==> config.mk <==
export PLATFORM = sky130hd
export DESIGN_NAME = instr_fetch
export DESIGN_NICKNAME = d
export VERILOG_FILES = /design/src/rtl/instr_fetch.sv
export SDC_FILE = /design/constraint.sdc
export NUM_CORES = 1
export LEC_CHECK = 0
export CAP_MARGIN = 20
export CORE_UTILIZATION = 54
export DETAILED_ROUTE_END_ITERATION = 8
export PLACE_DENSITY = 0.75
export SYNTH_ARGS = -nofsm -noshare
export SYNTH_HDL_FRONTEND = slang
export SYNTH_SLANG_ARGS = --single-unit
==> constraint.sdc <==
create_clock -name clk -period 2.75 [get_ports clk]
set_input_delay 0.55 -clock clk [delete_from_list [all_inputs] [get_ports clk]]
set_output_delay 0.55 -clock clk [all_outputs]
set_load 0.005 [all_outputs]
==> src/rtl/instr_fetch.sv <==
// instr_fetch: instruction fetch stage.
//   Holds the program counter and a small writable instruction memory, and
//   presents one instruction at a time to decode through a valid/stall
//   handshake. Supports free-run (run) and single-step (step rising edge)
//   operation, and stops for good once the halt word is consumed.
//   The program-load port writes memory while the stage is in IDLE or HALT.
//
// Ports
//   clk          in   rising-edge clock
//   rst          in   synchronous reset, active high
//   run          in   level, fetch continuously
//   step         in   level, each rising edge fetches one instruction
//   stall        in   decode not ready, hold the presented instruction
//   load_en      in   write load_data to memory at load_addr
//   load_addr    in   program-load address
//   load_data    in   program-load data
//   instr        out  instruction presented to decode
//   instr_valid  out  instr is valid this cycle
//   pc           out  address of the current/next instruction
//   halted       out  halt word consumed, fetch stopped
module instr_fetch #(
    parameter int                 IMEM_DEPTH = 16,
    parameter int                 ADDR_W     = 4,
    parameter int                 INSTR_W    = 16,
    parameter logic [INSTR_W-1:0] HALT_WORD  = 16'hFFFF
) (
    input  logic               clk,
    input  logic               rst,
    input  logic               run,
    input  logic               step,
    input  logic               stall,
    input  logic               load_en,
    input  logic [ADDR_W-1:0]  load_addr,
    input  logic [INSTR_W-1:0] load_data,
    output logic [INSTR_W-1:0] instr,
    output logic               instr_valid,
    output logic [ADDR_W-1:0]  pc,
    output logic               halted
);

    typedef enum logic [1:0] {
        IDLE,
        FETCH,
        ISSUE,
        HALT
    } state_t;

    state_t state, state_nxt;

    logic [INSTR_W-1:0] mem [IMEM_DEPTH];

    logic step_q;
    logic step_rise;
    logic addr_ok;
    logic mem_we;
    logic do_fetch;
    logic do_consume;

    localparam logic [ADDR_W-1:0] LAST_ADDR = ADDR_W'(IMEM_DEPTH - 1);

    assign step_rise = step & ~step_q;

    // Compare one bit wider so a depth of exactly 2**ADDR_W does not wrap to 0.
    assign addr_ok = ({1'b0, load_addr} < (ADDR_W + 1)'(IMEM_DEPTH));

    // State register
    always_ff @(posedge clk) begin
        if (rst) begin
            state <= IDLE;
        end else begin
            state <= state_nxt;
        end
    end

    // Next-state logic
    always_comb begin
        state_nxt = state;
        unique case (state)
            IDLE: begin
                // A load in the same cycle takes priority over starting a fetch.
                if (!load_en && (run || step_rise)) begin
                    state_nxt = FETCH;
                end
            end
            FETCH: begin
                state_nxt = ISSUE;
            end
            ISSUE: begin
                if (!stall) begin
                    if (instr == HALT_WORD) begin
                        state_nxt = HALT;
                    end else if (run) begin
                        state_nxt = FETCH;
                    end else begin
                        state_nxt = IDLE;
                    end
                end
            end
            HALT: begin
                state_nxt = HALT;
            end
            default: begin
                state_nxt = IDLE;
            end
        endcase
    end

    // Output / control decode
    always_comb begin
        mem_we     = 1'b0;
        do_fetch   = 1'b0;
        do_consume = 1'b0;
        unique case (state)
            IDLE:    mem_we     = load_en && addr_ok;
            FETCH:   do_fetch   = 1'b1;
            ISSUE:   do_consume = !stall;
            HALT:    mem_we     = load_en && addr_ok;
            default: ;
        endcase
    end

    // Instruction memory: not cleared by reset.
    always_ff @(posedge clk) begin
        if (mem_we) begin
            mem[load_addr] <= load_data;
        end
    end

    // Step edge detector runs in every state, including HALT.
    always_ff @(posedge clk) begin
        if (rst) begin
            step_q <= 1'b0;
        end else begin
            step_q <= step;
        end
    end

    // Fetch datapath
    always_ff @(posedge clk) begin
        if (rst) begin
            pc          <= '0;
            instr       <= '0;
            instr_valid <= 1'b0;
            halted      <= 1'b0;
        end else begin
            if (do_fetch) begin
                instr       <= mem[pc];
                instr_valid <= 1'b1;
            end
            if (do_consume) begin
                instr_valid <= 1'b0;
                if (instr == HALT_WORD) begin
                    halted <= 1'b1;
                end else if (pc == LAST_ADDR) begin
                    pc <= '0;
                end else begin
                    pc <= pc + 1'b1;
                end
            end
        end
    end

endmodule

==> Yosys cells after proc, flatten, opt, wreduce, memory -nomap -nowiden <==
Memory sizes are Yosys's and may differ from the RTL's. A register that Yosys moved wholly into a read port is not among the register bits.
Index checks and enable logic that the tools add are counted.
{ "op_classes": {"n_bitwise": 3, "n_addsub": 1, "muxes": 11, "reduce_logical": 10, "eq_ne": 7} }
{ "op_table": {"columns": ["cell", "count"], "rows": [
  ["equality test 16 bit (second input constant)", 1],
  ["case mux 2 bit (4 select lines)", 1],
  ["2-to-1 mux 1 bit", 6],
  ["2-to-1 mux 2 bit", 3],
  ["AND reduction 2 bit", 3],
  ["adder 4 x 1 -> 4 bit (second input constant)", 1],
  ["equality test 2 bit (second input constant)", 2],
  ["equality test 4 bit (second input constant)", 1],
  ["2-to-1 mux 4 bit", 1],
  ["inequality test 2 bit (second input constant)", 2],
  ["OR reduction 2 bit", 2],
  ["equality test 2 x 1 -> 1 bit (second input constant)", 1],
  ["zero test 1 bit", 2],
  ["zero test 2 bit", 1],
  ["inverter 1 bit", 2],
  ["AND 1 bit", 1],
  ["logical AND 1 bit", 1],
  ["logical OR 1 bit", 1]
]} }
{ "word_totals": {"ff_bits": 9, "mem_bits_rw": 256, "elab_cells": 38, "n_memories": 1, "input_bits": 26} }
{ "mem_list": {"columns": ["name", "depth", "word_bits", "rd", "rd_clocked_by_memory_dff", "write_ports", "line", "source"], "rows": [
  ["mem", 16, 16, 1, 1, 1, "50", "logic [INSTR_W-1:0] mem [IMEM_DEPTH];"]
]} }

==> Logic depth before layout (Yosys ltp) <==
Gate-level depths: netlist of run 1.
{ "logic_depth": {"word_depth": 6, "depth_mapped": 8, "ltp_nobuf": 6} }

==> Least setup slack after synthesis of run 1 <==
OpenSTA, ideal clock, no wires.
{ "synth_timing": {"path_kind": "reg2reg", "start": "register state[1]", "end": "memory mem[0][0] (enable)", "setup_time_ns": 0.409, "n_path_buf": 0, "path_stages_with_launch": 6, "arrival_time_ns": 2.401, "required_time_ns": 2.341, "period_less_slack_ns": 2.810, "setup_slack_ns": -0.060, "path_cell_list": "dfxtp_1 inv_1 ha_1 nand2b_1 or3_1 nor3_1"} }
{ "synth_via": {"elab_chain_cells": 5} }
{ "synth_rtl": {"columns": ["element", "line", "source"], "rows": [
  ["from (decl)", "48", "state_t state, state_nxt;"],
  ["from (signal assigned)", "71", "state <= state_nxt;"],
  ["equality test 2 bit or zero test 2 bit (tied branches)", "113", "unique case (state)"],
  ["OR reduction 2 bit (no source line) (*)", null, null],
  ["2-to-1 mux 1 bit (*)", "113", null],
  ["2-to-1 mux 1 bit (*)", "124", "if (mem_we) begin"],
  ["2-to-1 mux 1 bit (not written as such) (*)", "125", "mem[load_addr] <= load_data;"],
  ["to (decl)", "50", null]
]} }
Mark *: on every way between the ends. The rest lies on a longest branch, timed or not.

==> Final worst setup path of run 1 <==
{ "layout_timing": {"start": "register pc[2]", "end": "output port pc[2]"} }
{ "layout_rtl": {"columns": ["element", "line", "source"], "rows": [
  ["from (decl)", "37", "output logic [ADDR_W-1:0] pc,"],
  ["from (signal assigned)", "157", "pc <= pc + 1'b1;"]
]} }
No word-level cell between the ends.

==> flow_metrics.env, run 1 <==
export IMPL_place_hpwl_mm=15.0
export IMPL_initial_utilization_pct=55.5
export IMPL_report_final_slew_viol_count=0
export IMPL_cp_slowest_cell="dfxtp_2"
export IMPL_timing_slew_headroom_pct=39.0
export IMPL_r2r_start="pc[2]$_SDFFE_PP0P_"
export IMPL_synth_top_cell_area_share_pct=70.4
export IMPL_syn_nets=593
export IMPL_fp_dieH_um=144
export IMPL_switching_share_pct=22.9
export IMPL_fillerInstances=1341
export IMPL_fin_nets=676
export IMPL_cp_end_kind="output pin"
export IMPL_worstSetupStartpoint="pc[2]$_SDFFE_PP0P_"
export IMPL_critical_path_top_delay_family="buffers and inverters"
export IMPL_gr_usage_all_layers_pct=24.0
export IMPL_dieArea_mm2=0.0208
export IMPL_setup_ws_ps=119
export IMPL_dp_cells=880
export IMPL_hold_viol=0
export IMPL_synthAdderAreaFrac_pct=0.688
export IMPL_fin_skew_ps=7.63
export IMPL_grt_max_degree=26
export IMPL_critPathKind="reg2out"
export IMPL_clkPwrFrac_pct=37.0
export IMPL_internal_power_mw=7.39
export IMPL_cpPeakStageDelay_ps=730
export IMPL_row_count=51
export IMPL_cts_hold_buf=0
export IMPL_avgSynthCellArea_um2=19.5
export IMPL_power_frac_comb_pct=11.1
export IMPL_cts_setup_buffers=0
export IMPL_synth_edf_count=256
export IMPL_yosys_area_share_simple_pct=3.45
export IMPL_synth_area_leaders="edfxtp_1, mux4_2, dfxtp_1"
export IMPL_switchingPower_mw=2.19
export IMPL_grt_pass1_wl_mm=35.2
export IMPL_period_share_pct=95.7
export IMPL_synth_seq_area_share_pct=75.0
export IMPL_async_flop_share_pct=0
export IMPL_drive_gt1_share_pct=22.1
export IMPL_hold_path_depth=2
export IMPL_synth_seq_cells=281
export IMPL_startpoint_type="flip-flop"
export IMPL_cp_max_fo=24
export IMPL_rsz0062_at_grt="no"
export IMPL_wl_per_cell_um=25.2
export IMPL_io_buffers=47
export IMPL_yosys_cell_types_count=43
export IMPL_clock_latency_ps=520
export IMPL_fin_total_pwr_mw=9.58
export IMPL_first_global_vias=5832
export IMPL_cts_buffer_depth=3
export IMPL_synthMuxAreaShare_pct=12.9
export IMPL_p_leak_nw=3.97
export IMPL_hold_end="halted$_SDFFE_PP0P_"
export IMPL_power_frac_seq_pct=51.9
export IMPL_drcViolationCount=0
export IMPL_synth_main_ff_cell="edfxtp_1"
export IMPL_worstHoldStart="halted$_SDFFE_PP0P_"
export IMPL_setup_viol=0
export IMPL_antenna_found_initial=1
export IMPL_cts_tree="done"
export IMPL_tns_ps=0
export IMPL_ir_drop_v=0.000499
export IMPL_routed_via_density=6.10
export IMPL_stdcell_count=928
export IMPL_pre_cts_ws_ps=377
export IMPL_die_x_um=144
export IMPL_cts_root_buf="clkbuf_16"
export IMPL_min_period_ps=2630
export IMPL_postRouteWirelength_mm=23.4
export IMPL_core_mm2=0.0197
export IMPL_vias=5664
export IMPL_fin_area_mm2=0.0127
export IMPL_reg2reg_depth=4
export IMPL_powerDensity_mw_per_mm2=757
export IMPL_synth_top_family_by_area="multiplexers"
export IMPL_cts_resized=0
export IMPL_place_area_mm2=0.0118
export IMPL_drtAntennaViolNets=0
export IMPL_synth_top_cell_by_area="edfxtp_1"
export IMPL_cts_sinks=281
export IMPL_gp_congestion=0.889
export IMPL_crit_buf_inv=2
export IMPL_cts_buffers=27
export IMPL_worstMarginPinSlew_ps=892
export IMPL_reg2reg_slack_ps=500
export IMPL_path_cells="buf_4 > clkdlybuf4s50_1"
export IMPL_drt_iter0_drc=511
export IMPL_io_pins=48
export IMPL_max_cap_violations=0
export IMPL_netlist_area_mm2=0.0109
export IMPL_area_growth_synth_to_final_pct=16.1
export IMPL_synthXorXnorAreaFrac_pct=0.0803
export IMPL_cts_htree_levels=1
export IMPL_worstReg2RegEnd="instr[10]$_SDFFE_PP0N_"
export IMPL_grt_overflow_total=0
export IMPL_cts_reportedPaths_clkPinSlew_ps=60
export IMPL_synthCells=561
export IMPL_ys_warnings_count=0
export IMPL_synth_compound_area_share_pct=5.63
export IMPL_cp_data_arrival_time_ps=2080
export IMPL_status="complete, no violations"
export IMPL_dr_pass1_iters=5
export IMPL_min_delay_path_class="reg2reg"
export IMPL_required_ps=2200
export IMPL_fmax_mhz=380
[synthesized netlist by cell type (5+ instances only)]
cell type  count
a211oi_1       5
a211oi_2      11
a21oi_1       19
a22oi_1       16
buf_2          8
buf_4          5
clkbuf_1      11
dfxtp_1       25
edfxtp_1     256
ha_1           6
mux2i_1       37
mux4_2        46
nand2_1        6
nor2_1        37
nor2b_1        9
nor3_1         6
o221ai_1      15
[power by group through the flow]
stage	logic [mW]	clock network, mW	registers (mW)
2_1_floorplan	0.633	0	5.00
3_3_place_gp	1.02	0	5.05
3_5_place_dp	1.05	0	5.06
4_1_cts	1.06	3.59	4.97
5_1_grt	1.16	3.76	4.98
6_report	1.06	3.55	4.98
[through the flow]
stage | utilization [%] | hold slack, ps
finish | 64.4 | 479
global route | 64.4 | 525
CTS | 64.4 | 484
detailed placement | 60.1 | 468
global placement | 60.1 | 446
floorplan | - | 460
[worst max-delay path by stage]
| stage | endpoint | depth (start not counted) |
|---|---|---|
| after floorplan | mem[1][0]$_DFFE_PP_ | 6 |
| after global placement | mem[12][4]$_DFFE_PP_ | 5 |
| after detailed placement | mem[12][13]$_DFFE_PP_ | 5 |
| after CTS | pc[2] | 2 |
| after global routing | pc[2] | 2 |
| final | pc[2] | 2 |
[state kept, by name, summed over array words and instances (netlist names)]
register	flops
halted	1
instr	16
instr_valid	1
mem	256
pc	4
state	2
step_q	1
[cell families after synthesis]
family | count (synthesis)
AO/OA/AOI/OAI | 78
AND/OR/NAND/NOR | 77
adder cells (fa/ha/maj) | 6
multiplexers | 83
XOR/XNOR | 1
buffers and inverters | 35
flip-flops | 281
[metal layers]
layer	GRT usage [%]	up-vias	share of wire [%]
met2	38.3	244	47
met4	7.26	0	2.5
met5	0	-	0
li1	-	2460	-
met1	32.9	2911	41
met3	6.09	49	9.1
[layout make-up]
class	count	area (um^2)	share of cell area, %
timing repair buffer	85	768	6.07
clock inverter	17	158	1.24
tap	265	332	2.62
clock buffer	30	687	5.42
sequential	281	8190	64.7
inverter	4	15.0	0.119
multi-input combinational	245	2510	19.8
antenna	1	2.50	0.0198
[cell usage in the layout, fill, tap and decap left out, types with 2 or more instances in the layout]
| cell | n |
|---|---|
| ha_1 | 6 |
| nor2_1 | 33 |
| nand4_1 | 4 |
| inv_1 | 4 |
| a31oi_1 | 2 |
| clkinv_2 | 9 |
| nand2b_1 | 4 |
| clkdlybuf4s50_1 | 47 |
| bufinv_16 | 3 |
| o21ai_0 | 2 |
| clkbuf_1 | 3 |
| mux4_2 | 46 |
| nor2_2 | 4 |
| nand3_1 | 3 |
| nor2b_1 | 9 |
| clkinv_1 | 4 |
| a21oi_1 | 19 |
| nor3_2 | 4 |
| mux2i_1 | 37 |
| nor3_1 | 2 |
| a211oi_1 | 5 |
| a22oi_1 | 16 |
| buf_4 | 37 |
| nand2_1 | 6 |
| dfxtp_1 | 23 |
| a211oi_2 | 11 |
| edfxtp_1 | 256 |
| clkbuf_16 | 27 |
| nand4b_1 | 2 |
| o221ai_1 | 15 |
[worst register-to-register path, cell delays in order, from the launching register on]
cell and delay, ps:
dfxtp_2 730, nand3b_1 690, o221ai_1 450, a21oi_1 100, a211oi_1 200
Power figures use the tool's default switching activity.
==> run 2, diff against run 1 <==
CORE_MARGIN = 2   (was default)
==> flow_metrics.env, run 2 (synthesis gave the netlist of run 1 again) <==
export IMPL_cts_reportedPaths_clkPinSlew_ps=60
export IMPL_stdcell_count=931
export IMPL_cp_slowest_cell="dfxtp_4"
export IMPL_worstHoldStart="halted$_SDFFE_PP0P_"
export IMPL_critical_path_top_delay_family="flip-flops"
export IMPL_max_cap_violations=0
export IMPL_clock_latency_ps=530
export IMPL_r2r_start="pc[0]$_SDFFE_PP0P_"
export IMPL_final_common_cell="edfxtp_1"
export IMPL_hold_viol=0
export IMPL_io_pins=48
export IMPL_pre_cts_ws_ps=414
export IMPL_fmax_mhz=408
export IMPL_drt_iter0_drc=561
export IMPL_cts_buffers=28
export IMPL_row_count=52
export IMPL_report_final_slew_viol_count=0
export IMPL_reg_top3="mem x256, instr x16, pc x4"
export IMPL_cts_buffer_depth=3
export IMPL_grt_max_degree=40
export IMPL_setup_ws_ps=298
export IMPL_vias=5603
export IMPL_fin_skew_ps=13.6
export IMPL_core_mm2=0.0200
export IMPL_grt_overflow_total=0
export IMPL_drtAntennaViolNets=0
export IMPL_drive_gt1_share_pct=21.3
export IMPL_worstMarginPinSlew_ps=809
export IMPL_cts_setup_buffers=0
export IMPL_cts_sinks=281
export IMPL_final_util_pct=63.8
export IMPL_cts_htree_levels=1
export IMPL_ir_drop_v=0.000569
export IMPL_powerDensity_mw_per_mm2=787
export IMPL_drcViolationCount=0
export IMPL_period_share_pct=89.1
export IMPL_critPathKind="reg2out"
export IMPL_postRouteWirelength_mm=23.8
export IMPL_worstSetupStartpoint="pc[0]$_SDFFE_PP0P_"
export IMPL_gr_usage_all_layers_pct=22.6
export IMPL_required_ps=2200
export IMPL_cp_end_kind="output pin"
export IMPL_layout_common_cells="edfxtp_1, clkdlybuf4s50_1, mux4_2, mux2i_1, nor2_1"
export IMPL_routed_via_density=6.02
export IMPL_min_delay_path_class="reg2reg"
export IMPL_min_period_ps=2450
export IMPL_io_buffers=47
export IMPL_rsz0062_at_grt="no"
export IMPL_dr_pass1_iters=5
export IMPL_antenna_cells=0
export IMPL_antenna_found_initial=0
export IMPL_p_leak_nw=4.00
export IMPL_path_cells="clkdlybuf4s50_1"
export IMPL_gp_congestion=0.928
export IMPL_fin_nets=671
export IMPL_cpPeakStageDelay_ps=750
export IMPL_largest_register="mem"
export IMPL_dieArea_mm2=0.0214
export IMPL_status="complete, no violations"
export IMPL_timing_slew_headroom_pct=45.9
export IMPL_tns_ps=0
export IMPL_wl_per_cell_um=25.5
export IMPL_cts_root_buf="clkbuf_16"
export IMPL_cts_hold_buf=0
export IMPL_crit_buf_inv=1
export IMPL_cts_resized=0
export IMPL_dp_cells=878
export IMPL_fp_dieH_um=146
export IMPL_area_growth_synth_to_final_pct=17.2
export IMPL_initial_utilization_pct=54.5
export IMPL_setup_viol=0
export IMPL_first_global_vias=5753
export IMPL_place_hpwl_mm=14.8
export IMPL_startpoint_type="flip-flop"
export IMPL_cp_data_arrival_time_ps=1900
export IMPL_grt_pass1_wl_mm=35.2
export IMPL_largest_reg_flops=256
export IMPL_die_x_um=146
export IMPL_holdWs_ps=482
export IMPL_cp_max_fo=33
export IMPL_cts_tree="done"
run 2: final cells by class:
type                            instances  area (um^2)
Clock buffer                           42          815
Clock inverter                         10          183
Fill cell                            1409         7250
Inverter                                4         15.0
Multi-Input combinational cell        245         2510
Sequential cell                       281         8190
Tap cell                              270          338
Timing Repair Buffer                   79          736
run 2: worst paths after layout:
kind | slack (ps) | cells past startpoint | end
worst max register to register | 520 | 5 | instr[11]$_SDFFE_PP0N_
worst min-delay path | 480 | 2 | halted$_SDFFE_PP0P_
worst min register to register | 480 | 2 | halted$_SDFFE_PP0P_
worst max-delay path | 300 | 1 | pc[0]
run 2: through the flow:
stage          power [mW]  cell area, um^2
5_1_grt              10.4            12800
2_1_floorplan        5.63            10900
3_3_place_gp         6.09            11800
3_5_place_dp         6.12            11800
6_report             10.1            12800
4_1_cts              10.1            12800
run 2: metal layers:
metal | up-vias | global-route usage (%) | routed length (um)
met5 | - | 0 | 0
met4 | 0 | 6.75 | 528
met3 | 26 | 4.78 | 1940
met2 | 249 | 36.9 | 11700
met1 | 2871 | 31.2 | 9570
li1 | 2457 | - | -
run 2: where the power goes:
part,leakage (nW),switching (mW),internal [mW]
combinational,1.01,0.604,0.492
sequential,2.52,0.123,4.83
clock,0.477,1.50,2.51
total,4.00,2.23,7.84
==> run 3, diff against run 2 <==
GPL_ROUTABILITY_DRIVEN = 0   (was default)
==> flow_metrics.env, run 3 (synthesis gave the netlist of run 1 again) <==
export IMPL_place_hpwl_mm=15.1
export IMPL_io_buffers=47
export IMPL_cp_end_kind="output pin"
export IMPL_tns_ps=0
export IMPL_drt_iter0_drc=573
export IMPL_min_period_ps=2390
export IMPL_cp_max_fo=20
export IMPL_worstReg2RegEnd="instr[10]$_SDFFE_PP0N_"
export IMPL_worstHoldStart="halted$_SDFFE_PP0P_"
export IMPL_worstSetupStartpoint="pc[2]$_SDFFE_PP0P_"
export IMPL_grt_pass1_wl_mm=35.7
export IMPL_layout_common_cells="edfxtp_1, clkdlybuf4s50_1, mux4_2, mux2i_1, nor2_1"
export IMPL_powerDensity_mw_per_mm2=782
export IMPL_rsz0062_at_grt="no"
export IMPL_worstMarginPinSlew_ps=1010
export IMPL_setup_ws_ps=356
export IMPL_fin_total_pwr_mw=9.97
export IMPL_required_ps=2200
export IMPL_area_growth_synth_to_final_pct=16.9
export IMPL_startpoint_type="flip-flop"
export IMPL_fmax_mhz=418
export IMPL_cp_data_arrival_time_ps=1840
export IMPL_drcViolationCount=0
export IMPL_cts_setup_buffers=0
export IMPL_cp_slowest_cell="dfxtp_2"
export IMPL_antenna_found_initial=0
export IMPL_drtAntennaViolNets=0
export IMPL_reg_top3="mem x256, instr x16, pc x4"
export IMPL_clock_latency_ps=540
export IMPL_grt_overflow_total=0
export IMPL_antenna_cells=0
export IMPL_fin_nets=672
export IMPL_die_x_um=146
export IMPL_initial_utilization_pct=54.5
export IMPL_fp_dieH_um=146
export IMPL_holdWs_ps=472
export IMPL_largest_reg_flops=256
export IMPL_reg2reg_depth=4
export IMPL_cts_hold_buf=0
export IMPL_path_cells="clkdlybuf4s50_1"
export IMPL_drive_gt1_share_pct=21.6
export IMPL_cts_tree="done"
export IMPL_hold_path_depth=2
export IMPL_p_leak_nw=4.00
export IMPL_status="complete, no violations"
export IMPL_max_cap_violations=0
export IMPL_cpPeakStageDelay_ps=700
export IMPL_final_common_cell="edfxtp_1"
export IMPL_min_delay_path_class="reg2reg"
export IMPL_cts_sinks=281
export IMPL_fillerInstances=1417
export IMPL_postRouteWirelength_mm=24.2
export IMPL_ir_drop_v=0.000629
export IMPL_cts_htree_levels=1
export IMPL_cts_reportedPaths_clkPinSlew_ps=60
export IMPL_routed_via_density=6.18
export IMPL_setup_viol=0
export IMPL_cts_resized=0
export IMPL_pre_cts_ws_ps=337
export IMPL_core_mm2=0.0200
export IMPL_wl_per_cell_um=25.9
export IMPL_timing_slew_headroom_pct=32.7
export IMPL_report_final_slew_viol_count=0
export IMPL_vias=5756
export IMPL_first_global_vias=5823
export IMPL_r2r_start="pc[2]$_SDFFE_PP0P_"
export IMPL_fin_skew_ps=12.2
export IMPL_reg2reg_slack_ps=380
export IMPL_grt_max_degree=30
export IMPL_period_share_pct=87.1
export IMPL_cts_root_buf="clkbuf_16"
export IMPL_gr_usage_all_layers_pct=22.7
export IMPL_row_count=52
export IMPL_critical_path_top_delay_family="flip-flops"
export IMPL_dr_pass1_iters=5
export IMPL_hold_end="halted$_SDFFE_PP0P_"
export IMPL_cts_buffer_depth=3
export IMPL_dieArea_mm2=0.0214
export IMPL_crit_buf_inv=1
export IMPL_critPathKind="reg2out"
export IMPL_cts_buffers=29
export IMPL_io_pins=48
export IMPL_largest_register="mem"
export IMPL_hold_viol=0
[run 3: changes by cell type in the layout (fill, tap and decap cells not counted)]
cell and delta:
clkinv_1 +2, clkbuf_1 -3, clkinvlp_4 -1, bufinv_16 -2, clkinv_2 +5, clkbuf_16 +1, clkinv_4 -1
[run 3: layout make-up]
class,count,area (um^2),area share (%)
Clock buffer,40,828,6.49
Inverter,4,15.0,0.118
Multi-Input combinational cell,245,2510,19.7
Sequential cell,281,8190,64.2
Clock inverter,13,139,1.09
Timing Repair Buffer,79,736,5.77
Tap cell,270,338,2.65
[run 3: worst max path at each step]
stage / endpoint / slack [ps] / cells past startpoint
floorplan: mem[1][0]$_DFFE_PP_ / 130 / 6
global placement: mem[0][14]$_DFFE_PP_ / 430 / 5
detailed placement: mem[8][11]$_DFFE_PP_ / 340 / 5
CTS: pc[2] / 330 / 1
global route: pc[0] / 270 / 1
finish: pc[2] / 360 / 1
[run 3: where the power goes]
part | switching, mW | total, mW | internal, mW
registers | 0.127 | 4.96 | 4.83
clock network | 1.53 | 3.90 | 2.37
logic | 0.614 | 1.11 | 0.499
total | 2.27 | 9.97 | 7.70
[run 3: through the flow]
| stage | area, um^2 | utilization, % | std cells |
|---|---|---|---|
| after floorplan | 10900 | - | 561 |
| after global placement | 11800 | 58.8 | 879 |
| after detailed placement | 11800 | 58.8 | 879 |
| after CTS | 12800 | 63.7 | 932 |
| after global routing | 12800 | 63.7 | 932 |
| final | 12800 | 63.7 | 932 |
[run 3: per-layer routing]
layer  global-route usage, %  vias to the layer above  part of all wire [%]
met5                       0                        -                     0
met4                    7.52                        0                   3.0
met3                    4.25                       52                   8.3
met2                    36.7                      301                    48
met1                    32.0                     2947                    41
li1                        -                     2456                     -
[run 3: tightest hold or removal path: cells and delay by family, from the launching register on]
family,cells,cell delay (ps)
DFF,1,330
AOI/OAI and AO/OA,1,40
and+or+nand+nor,1,70
